`src/rtl/gclk_mon_lcar.sv`:
```
// gclk_mon_lcar: receive-side monitor for the looped-back LED grayscale clock.
// Synchronises GCLK into clk, counts rising edges per vsync frame, and flags
// out-of-tolerance frames, GCLK activity while blanked, and GCLK stalls.
module gclk_mon_lcar #(
  parameter int GCLK_PER_FRAME = 16384,
  parameter int TOL            = 4,
  parameter int STALL_CYC      = 255
) (
  input  logic        clk,
  input  logic        rst_n,
  input  logic        gclk,
  input  logic        vsync,
  input  logic        blank,
  input  logic        ovp,
  output logic [15:0] frame_cnt,
  output logic        cnt_ok,
  output logic        cnt_err,
  output logic [7:0]  err_cnt,
  output logic        blank_viol,
  output logic        stall
);

  localparam logic [16:0] EXP_CNT   = 17'(GCLK_PER_FRAME);
  localparam logic [16:0] TOL_CNT   = 17'(TOL);
  localparam logic [15:0] STALL_LIM = 16'(STALL_CYC);

  typedef enum logic {
    ST_IDLE  = 1'b0,
    ST_COUNT = 1'b1
  } state_t;

  state_t      state_q, state_d;
  logic        s1_q, s2_q, s3_q;
  logic [15:0] edge_cnt_q, edge_cnt_d;
  logic [15:0] idle_cnt_q, idle_cnt_d;
  logic [15:0] frame_cnt_q, frame_cnt_d;
  logic [7:0]  err_cnt_q, err_cnt_d;
  logic        cnt_ok_q, cnt_ok_d;
  logic        cnt_err_q, cnt_err_d;
  logic        blank_viol_q, blank_viol_d;
  logic        stall_q, stall_d;

  logic        rise;
  logic        count_rise;
  logic [15:0] cnt_plus;
  logic [16:0] cnt_ext;
  logic [16:0] cnt_dev;
  logic        in_tol;

  // Rise detect on the synchronised copy; the frame total includes a rise
  // landing in the closing cycle, and the edge counter never wraps.
  assign rise       = s2_q & ~s3_q;
  assign count_rise = rise & ~blank;
  assign cnt_plus   = (count_rise && (edge_cnt_q != 16'hFFFF)) ? edge_cnt_q + 16'd1 : edge_cnt_q;
  assign cnt_ext    = {1'b0, cnt_plus};
  assign cnt_dev    = (cnt_ext >= EXP_CNT) ? (cnt_ext - EXP_CNT) : (EXP_CNT - cnt_ext);
  assign in_tol     = (cnt_dev <= TOL_CNT);

  // Three-flop synchroniser for the asynchronous GCLK loopback.
  always_ff @(posedge clk or negedge rst_n) begin
    if (!rst_n) begin
      s1_q <= 1'b0;
      s2_q <= 1'b0;
      s3_q <= 1'b0;
    end else begin
      s1_q <= gclk;
      s2_q <= s1_q;
      s3_q <= s2_q;
    end
  end

  // State and registered outputs.
  always_ff @(posedge clk or negedge rst_n) begin
    if (!rst_n) begin
      state_q      <= ST_IDLE;
      edge_cnt_q   <= 16'd0;
      idle_cnt_q   <= 16'd0;
      frame_cnt_q  <= 16'd0;
      err_cnt_q    <= 8'd0;
      cnt_ok_q     <= 1'b0;
      cnt_err_q    <= 1'b0;
      blank_viol_q <= 1'b0;
      stall_q      <= 1'b0;
    end else begin
      state_q      <= state_d;
      edge_cnt_q   <= edge_cnt_d;
      idle_cnt_q   <= idle_cnt_d;
      frame_cnt_q  <= frame_cnt_d;
      err_cnt_q    <= err_cnt_d;
      cnt_ok_q     <= cnt_ok_d;
      cnt_err_q    <= cnt_err_d;
      blank_viol_q <= blank_viol_d;
      stall_q      <= stall_d;
    end
  end

  // Next-state: frame counting, verdicts, blank violations and stall detection.
  always_comb begin
    state_d      = state_q;
    edge_cnt_d   = edge_cnt_q;
    idle_cnt_d   = idle_cnt_q;
    frame_cnt_d  = frame_cnt_q;
    err_cnt_d    = err_cnt_q;
    cnt_ok_d     = 1'b0;
    cnt_err_d    = 1'b0;
    blank_viol_d = 1'b0;
    stall_d      = stall_q;

    unique case (state_q)
      ST_IDLE: begin
        edge_cnt_d = 16'd0;
        idle_cnt_d = 16'd0;
        stall_d    = 1'b0;
        // The first vsync only opens a frame; no verdict yet.
        if (vsync && !ovp) begin
          state_d = ST_COUNT;
        end
      end

      ST_COUNT: begin
        if (ovp) begin
          // Abort: drop the partial frame, keep the last reported values.
          state_d    = ST_IDLE;
          edge_cnt_d = 16'd0;
          idle_cnt_d = 16'd0;
          stall_d    = 1'b0;
        end else begin
          blank_viol_d = rise & blank;

          if (vsync) begin
            frame_cnt_d = cnt_plus;
            edge_cnt_d  = 16'd0;
            if (in_tol) begin
              cnt_ok_d = 1'b1;
            end else begin
              cnt_err_d = 1'b1;
              if (err_cnt_q != 8'hFF) begin
                err_cnt_d = err_cnt_q + 8'd1;
              end
            end
          end else begin
            edge_cnt_d = cnt_plus;
          end

          if (count_rise || blank || vsync) begin
            idle_cnt_d = 16'd0;
          end else if (idle_cnt_q != 16'hFFFF) begin
            idle_cnt_d = idle_cnt_q + 16'd1;
          end

          // vsync restarts the idle count but does not release a held stall.
          if (count_rise || blank) begin
            stall_d = 1'b0;
          end else if (idle_cnt_d == STALL_LIM) begin
            stall_d = 1'b1;
          end
        end
      end

      default: begin
        state_d = ST_IDLE;
      end
    endcase
  end

  assign frame_cnt  = frame_cnt_q;
  assign cnt_ok     = cnt_ok_q;
  assign cnt_err    = cnt_err_q;
  assign err_cnt    = err_cnt_q;
  assign blank_viol = blank_viol_q;
  assign stall      = stall_q;

endmodule
```
`config.mk`:
```
export PLATFORM = sky130hd
export DESIGN_NAME = gclk_mon_lcar
export DESIGN_NICKNAME = d
export VERILOG_FILES = /design/src/rtl/gclk_mon_lcar.sv
export SDC_FILE = /design/constraint.sdc
export NUM_CORES = 1
export LEC_CHECK = 0
export CAP_MARGIN = 20
export CELL_PAD_IN_SITES_DETAIL_PLACEMENT = 1
export CELL_PAD_IN_SITES_GLOBAL_PLACEMENT = 1
export CORE_MARGIN = 4
export CORE_UTILIZATION = 48
export DETAILED_ROUTE_END_ITERATION = 8
export PLACE_DENSITY = 0.84
export SETUP_SLACK_MARGIN = 0.02
export SYNTH_ARGS = -nofsm -noshare
export SYNTH_HDL_FRONTEND = slang
export SYNTH_SLANG_ARGS = --single-unit
```
`constraint.sdc`:
```
create_clock -name clk -period 12.86 [get_ports clk]
set_input_delay 2.572 -clock clk [delete_from_list [all_inputs] [get_ports clk]]
set_output_delay 2.572 -clock clk [all_outputs]
set_load 0.01 [all_outputs]
```
==> flow_metrics.py, run 1 <==
metrics = {
    "status": {
        "status": "finished, final reports clean",
    },
    "job": {
        "drv_cap": 0,
    },
    "clocking": {
        "cts.reportedPaths.clkPinSlew_ns": 0.08,
        "cts_buffer_depth": 2,
        "htreeDepth": 3,
        "cts-root-buf": "clkbuf_8",
        "cts.sinks": 64,
        "postCtsSetupRepairBufs": 0,
        "hold_buffers": 0,
        "clk_latency_ns": 0.35,
        "cts_tree": "done",
        "cts.repair.resized": 0,
        "cts_buffers": 9,
    },
    "logic_synthesis": {
        "synth_warnings": 0,
        "synthCells": 483,
        "ys.flop_type": "dfrtp_1",
        "ys_async_sr_fraction_pct": 100,
        "synth_area_per_cell_um2": 8.69,
        "synthesis.nets": 495,
        "ys_seq_elements": 64,
        "synth_area_mm2": 0.00420,
        "synth_edf_count": 0,
        "ys_types": 72,
        "seq_area_frac_synth_pct": 38.2,
    },
    "global_route": {
        "met1_usage_pct": 31.7,
        "antenna_found_initial": 0,
        "busiest_layer": "met2",
        "grt_pass1_wl_um": 19900,
        "grt_pass1_vias": 3952,
        "grt-ovfl-total": 0,
        "grt_max_degree": 65,
        "grt_use_met2_pct": 41.6,
        "met3_usage_pct": 2.89,
        "grt.total_usage_pct": 24.6,
    },
    "critical_path": {
        "critPathBufInv": 2,
        "endpoint_kind": "register",
        "crit_family": "simple AND/OR/NAND/NOR gates",
        "crit_fanout": 15,
        "crit_chain": "clkdlybuf4s50_1 > or3b_1 > or3_1 > nor3_2 > nand2_1 > xor2_1 > ha_1 > inv_1 > nor2_1 > o211ai_1 > a31oi_1 > a311o_1 > nand2_1 > a22o_1 > a2111oi_4 > nor3b_2 > mux2_4",
        "cp_common_cell": "nand2_1",
        "reg2reg_from": "edge_cnt_q[1]",
        "critPathRequiredTime_ns": 13.09,
        "critPathLaunchType": "input port",
        "slowest_delay_ns": 0.69,
        "rr_worst_depth": 17,
        "arrival_ns": 7.78,
        "critPathKind": "in -> reg",
        "rr_endpoint": "err_cnt[1]",
        "r2r_setup_slack_ns": 6.82,
        "crit_slowest_cell": "or3b_1",
    },
    "worst_hold_path": {
        "holdCritStartpoint": "s1_q",
        "holdPathStages": 0,
        "hp-class": "reg -> reg",
        "hold_path_end": "s2_q",
    },
    "drt": {
        "viasPerCell": 6.12,
        "route.detailed.drc": 0,
        "drt-wirelength-per-cell_um": 19.7,
        "postRouteAntennaNets": 0,
        "drt_wl_total_um": 12000,
        "firstDrtPassIters": 4,
        "vias": 3713,
        "drt-initial-drc-count": 205,
    },
    "timing": {
        "slew_violations": 0,
        "grt_setup_unrepaired": "no",
        "setup_viol": 0,
        "slew_headroom_pct": 42.1,
        "clock.fmax_ghz": 0.132,
        "period_share_pct": 58.8,
        "hold_viol": 0,
        "tightest_slew_ns": 0.866,
        "layout_min_cycle_time_ns": 7.56,
        "fin_setup_tns_ns": 0,
        "setup_slack_ns": 5.30,
        "skew_ns": 0.00834,
    },
    "power_and_ir_drop": {
        "leakagePower_nw": 1.87,
        "total_power_w": 0.000431,
        "ir_drop_mv": 0.0376,
        "p_per_area_mw_per_mm2": 91.4,
    },
    "final_layout": {
        "nets": 509,
        "layout.area.seq_mm2": 0.00160,
        "multiInputGateArea_mm2": 0.00241,
        "post_route_cells_drive_above_1_share_pct": 8.37,
        "final_area_mm2": 0.00472,
        "area_delta_synth_final_pct": 12.4,
        "fillers": 999,
        "finalNonFillerCells": 607,
        "diodes": 0,
    },
    "floorplan": {
        "die-area_mm2": 0.0103,
        "initial_core_util_pct": 50.3,
        "row_count": 33,
        "die_h_um": 102,
        "io_pins": 34,
        "core_area_mm2": 0.00834,
        "die_w_um": 102,
    },
    "placement": {
        "dp_slack_ns": 4.99,
        "post-dp-hpwl_um": 8600,
        "place_area_mm2": 0.00450,
        "finalWeightedCongestion": 0.929,
        "portBuffers": 33,
        "dp.cells": 590,
    },
}
synth_stat cells (all sizes together), types with 2 or more instances:
cell / n / share of area, %
ha: 6 / 1.8
a21o: 3 / 0.54
and3: 14 / 2.1
nand4b: 2 / 0.42
nor4: 12 / 2.7
inv: 7 / 0.63
and2: 6 / 0.89
nand2b: 9 / 1.3
nor2: 60 / 5.4
nor2b: 8 / 1.2
nand3: 22 / 3.0
or2: 3 / 0.45
dfrtp: 64 / 38
o31ai: 4 / 0.72
nand3b: 3 / 0.54
nand2: 48 / 4.3
nor3: 19 / 2.5
xnor2: 19 / 4.0
buf: 15 / 2.2
o31a: 2 / 0.42
mux2i: 7 / 1.7
clkbuf: 17 / 1.6
or4: 3 / 0.63
nor3b: 7 / 1.4
xor2: 17 / 3.5
or3: 5 / 0.75
mux2: 3 / 0.98
and4: 3 / 0.63
a31o: 4 / 0.83
a22oi: 2 / 0.36
o21ai: 26 / 3.1
a2111oi: 2 / 0.86
o211ai: 3 / 0.54
a31oi: 8 / 1.2
nand4: 18 / 2.8
a21oi: 13 / 1.6
or3b: 2 / 0.42
cells in the final DEF (no fill, tap or decap), drive strengths merged, types with 3 or more instances in the layout:
cell           Yosys  routed
dfrtp             64      64
nor2              60      60
nand2             48      48
clkdlybuf4s50      0      32
o21ai             26      26
nand3             22      22
xnor2             19      19
nor3              19      19
nand4             18      18
xor2              17      17
and3              14      14
a21oi             13      13
nor4              12      12
clkbuf            17      10
nand2b             9       9
nor2b              8       8
a31oi              8       8
inv                7       7
mux2i              7       7
nor3b              7       7
and2               6       6
ha                 6       6
or3                5       5
o31ai              4       4
a31o               4       4
and4               3       3
or2                3       3
o211ai             3       3
a21o               3       3
nand3b             3       3
clkinv             0       3
or4                3       3
mux2               3       3
buf               15       3
layer usage:
layer  vias to the layer above  wire, µm  part of all wire, %
li1                       1760         -                    -
met1                      1852      5340                   45
met2                        72      6010                   50
met3                        29       305                  2.5
met4                         0       332                  2.8
met5                         -         0                    0
state kept, by name, summed over array words and instances (netlist names):
| register | flops |
|---|---|
| blank_viol | 1 |
| cnt_err | 1 |
| cnt_ok | 1 |
| edge_cnt_q | 16 |
| err_cnt | 8 |
| frame_cnt | 16 |
| idle_cnt_q | 16 |
| s1_q | 1 |
| s2_q | 1 |
| s3_q | 1 |
| stall | 1 |
| state_q | 1 |
how the worst max path moves through the flow:
stage	from	end	slack (ns)	cells after the start
5_1_grt	blank	err_cnt[1]	4.96	17
2_1_floorplan	blank	err_cnt[1]	6.29	18
6_report	blank	err_cnt[1]	5.30	17
3_3_place_gp	blank	err_cnt[1]	5.24	17
4_1_cts	blank	err_cnt[1]	5.33	17
3_5_place_dp	blank	err_cnt[1]	4.99	17
metrics by stage:
stage	util [%]	hold WS (ns)
4_1_cts	56.2	0.425
6_report	56.6	0.417
5_1_grt	56.6	0.438
3_5_place_dp	54.0	0.397
2_1_floorplan	-	0.331
3_3_place_gp	54.0	0.386
power breakdown:
group | switching [W] | leakage (nW) | internal (W) | total, W
registers | 0.00000787 | 0.879 | 0.000208 | 0.000216
logic | 0.0000218 | 0.895 | 0.0000210 | 0.0000428
clock network | 0.0000838 | 0.0920 | 0.0000885 | 0.000172
total | 0.000113 | 1.87 | 0.000318 | 0.000431
cell type report:
class	count	share of cell area [%]
well taps	105	2.79
inverters	7	0.557
clock buffers	10	2.71
multi-input cells	380	51.1
clock inverters	6	1.27
repair buffers	35	7.64
flip-flops and latches	64	34.0
logic make-up after synthesis:
group | share of synthesized area [%]
compound gates | 13.3
xor+xnor | 7.51
fa+ha+maj | 1.79
buf+inv | 4.41
flops | 38.2
mux | 2.65
simple gates | 32.2
No activity file was read; power rests on OpenSTA's default activity.
==> run 2: changes to the inputs <==
--- a/config.mk
+++ b/config.mk
@@ -9,9 +9,9 @@
 export CELL_PAD_IN_SITES_DETAIL_PLACEMENT = 1
 export CELL_PAD_IN_SITES_GLOBAL_PLACEMENT = 1
 export CORE_MARGIN = 4
-export CORE_UTILIZATION = 48
+export CORE_UTILIZATION = 45
 export DETAILED_ROUTE_END_ITERATION = 8
-export PLACE_DENSITY = 0.84
+export PLACE_DENSITY = 0.8
 export SETUP_SLACK_MARGIN = 0.02
 export SYNTH_ARGS = -nofsm -noshare
 export SYNTH_HDL_FRONTEND = slang
==> constraint.sdc (replaced) <==
create_clock -name clk -period 7 [get_ports clk]
set_input_delay 1.4 -clock clk [delete_from_list [all_inputs] [get_ports clk]]
set_output_delay 1.4 -clock clk [all_outputs]
set_load 0.01 [all_outputs]
==> flow_metrics.py, run 2 (synthesized netlist as in run 1, its figures left out) <==
metrics = {
    "floorplan": {
        "io_pins": 34,
        "die-area_mm2": 0.0109,
        "initial_core_util_pct": 47.2,
        "core_area_mm2": 0.00889,
        "die_h_um": 105,
        "row_count": 34,
        "die_w_um": 105,
    },
    "critical_path": {
        "reg2reg_from": "edge_cnt_q[1]",
        "r2r_setup_slack_ns": 1.53,
        "rr_endpoint": "err_cnt[1]",
        "critPathKind": "in -> reg",
        "arrival_ns": 6.25,
        "rr_worst_depth": 17,
        "critPathLaunchType": "input port",
        "critPathRequiredTime_ns": 7.23,
        "endpoint_kind": "register",
        "crit_fanout": 10,
    },
    "power_and_ir_drop": {
        "power.internal_w": 0.000676,
        "comb_power_share_pct": 8.7,
        "p_per_area_mw_per_mm2": 181,
        "ir_drop_mv": 0.0853,
        "leakagePower_nw": 1.91,
        "switching_share_pct": 22.3,
        "seq_power_share_pct": 45.6,
        "power_switching_w": 0.000194,
        "total_power_w": 0.000870,
        "clock_power_share_pct": 45.7,
    },
    "clocking": {
        "hold_buffers": 0,
        "htreeDepth": 3,
        "postCtsSetupRepairBufs": 0,
        "cts-root-buf": "clkbuf_8",
        "cts.sinks": 64,
        "cts_buffer_depth": 2,
        "cts_tree": "done",
        "cts.reportedPaths.clkPinSlew_ns": 0.07,
        "cts.repair.resized": 0,
        "clk_latency_ns": 0.34,
        "cts_buffers": 9,
    },
    "global_route": {
        "grt_pass1_wl_um": 19900,
        "grt_max_degree": 65,
        "grt-ovfl-total": 0,
        "antenna_found_initial": 0,
        "grt_pass1_vias": 3921,
        "grt.total_usage_pct": 22.1,
    },
    "worst_hold_path": {
        "holdPathStages": 0,
        "hold_path_end": "s2_q",
        "holdCritStartpoint": "s1_q",
        "hp-class": "reg -> reg",
    },
    "drt": {
        "firstDrtPassIters": 4,
        "drt-initial-drc-count": 211,
        "drt-wirelength-per-cell_um": 18.8,
        "viasPerCell": 6.08,
        "route.detailed.drc": 0,
        "postRouteAntennaNets": 0,
        "drt_wl_total_um": 11500,
        "vias": 3727,
    },
    "timing": {
        "hold_viol": 0,
        "period_share_pct": 86.0,
        "slew_headroom_pct": 45.8,
        "skew_ns": 0.00942,
        "fin_setup_tns_ns": 0,
        "layout_min_cycle_time_ns": 6.02,
        "setup_viol": 0,
        "slew_violations": 0,
        "tightest_slew_ns": 0.812,
        "grt_setup_unrepaired": "no",
        "clock.fmax_ghz": 0.166,
    },
    "final_layout": {
        "final_common_cell": "dfrtp_1",
        "layout_common_cells": "dfrtp_1 (64), nor2_1 (59), nand2_1 (48)",
        "area_delta_synth_final_pct": 14.3,
        "post_route_cells_drive_above_1_share_pct": 9.11,
        "finalNonFillerCells": 613,
        "diodes": 0,
        "nets": 512,
    },
    "placement": {
        "post-dp-hpwl_um": 8240,
        "dp.cells": 596,
        "finalWeightedCongestion": 0.965,
        "portBuffers": 33,
    },
    "job": {
        "drv_cap": 0,
    },
    "status": {
        "status": "finished, final reports clean",
    },
}
==> run 2: cell types whose count changed in the layout (fill, tap and decap cells not counted), sizes merged <==
cell      change
clkinvlp      -1
bufinv        +2
clkinv        -2
clkbuf        +1
buf           +3
==> run 2: power by group through the flow <==
stage	clock network (W)	registers, W	logic, W
after floorplan	0	0.000406	0.0000312
after global placement	0	0.000402	0.0000740
after detailed placement	0	0.000404	0.0000757
after CTS	0.000407	0.000397	0.0000764
after global routing	0.000426	0.000399	0.0000841
final	0.000397	0.000397	0.0000758
==> run 2: through the flow <==
step           utilization (%)  hold WS (ns)  setup WS, ns  area (µm²)
4_1_cts                   53.8         0.375         0.939        4780
3_3_place_gp              50.9         0.333         0.829        4530
5_1_grt                   54.0         0.381         0.624        4800
3_5_place_dp              50.9         0.363         0.660        4530
2_1_floorplan                -         0.331          1.60        4200
6_report                  54.0         0.369         0.977        4800
==> run 2: worst max path at each step <==
stage,from,end,cells after the start
after floorplan,blank,err_cnt[1],18
after global placement,blank,err_cnt[1],17
after detailed placement,blank,err_cnt[1],17
after CTS,blank,err_cnt[1],17
after global routing,blank,err_cnt[1],17
final,blank,err_cnt[1],17
==> run 2: worst max-delay path, stage by stage <==
cell and delay [ns]:
clkdlybuf4s50_1 0.51, or3b_1 0.45, or3_1 0.43, nor3_2 0.23, nand2_1 0.10, xor2_1 0.46
ha_1 0.47, inv_1 0.22, nor2_1 0.17, o211ai_1 0.10, a31oi_1 0.18, a311o_1 0.14
nand2_1 0.05, a22o_1 0.25, a2111oi_4 0.61, nor3b_2 0.14, mux2_4 0.32
==> run 2: cell type report <==
type / count / area (µm²)
Inverter: 7 / 26.3
Fill cell: 1067 / 4090
Sequential cell: 64 / 1600
Multi-Input combinational cell: 380 / 2410
Clock inverter: 5 / 103
Timing Repair Buffer: 38 / 370
Clock buffer: 11 / 151
Tap cell: 108 / 135
==> run 2: layer usage <==
| layer | GRT usage, % | up-vias | wire length [µm] |
|---|---|---|---|
| li1 | - | 1759 | - |
| met2 | 38.1 | 77 | 5740 |
| met4 | 5.81 | 0 | 159 |
| met5 | 0 | - | 0 |
| met3 | 3.82 | 14 | 513 |
| met1 | 28.8 | 1877 | 5080 |
==> run 3: changes to the inputs <==
--- a/config.mk
+++ b/config.mk
@@ -11,6 +11,7 @@
 export CORE_MARGIN = 4
 export CORE_UTILIZATION = 45
 export DETAILED_ROUTE_END_ITERATION = 8
+export HOLD_SLACK_MARGIN = 0.15
 export PLACE_DENSITY = 0.8
 export SETUP_SLACK_MARGIN = 0.02
 export SYNTH_ARGS = -nofsm -noshare
==> results of run 3 <==
No change in the layout: final DEF, timing and power equal those of run 2.
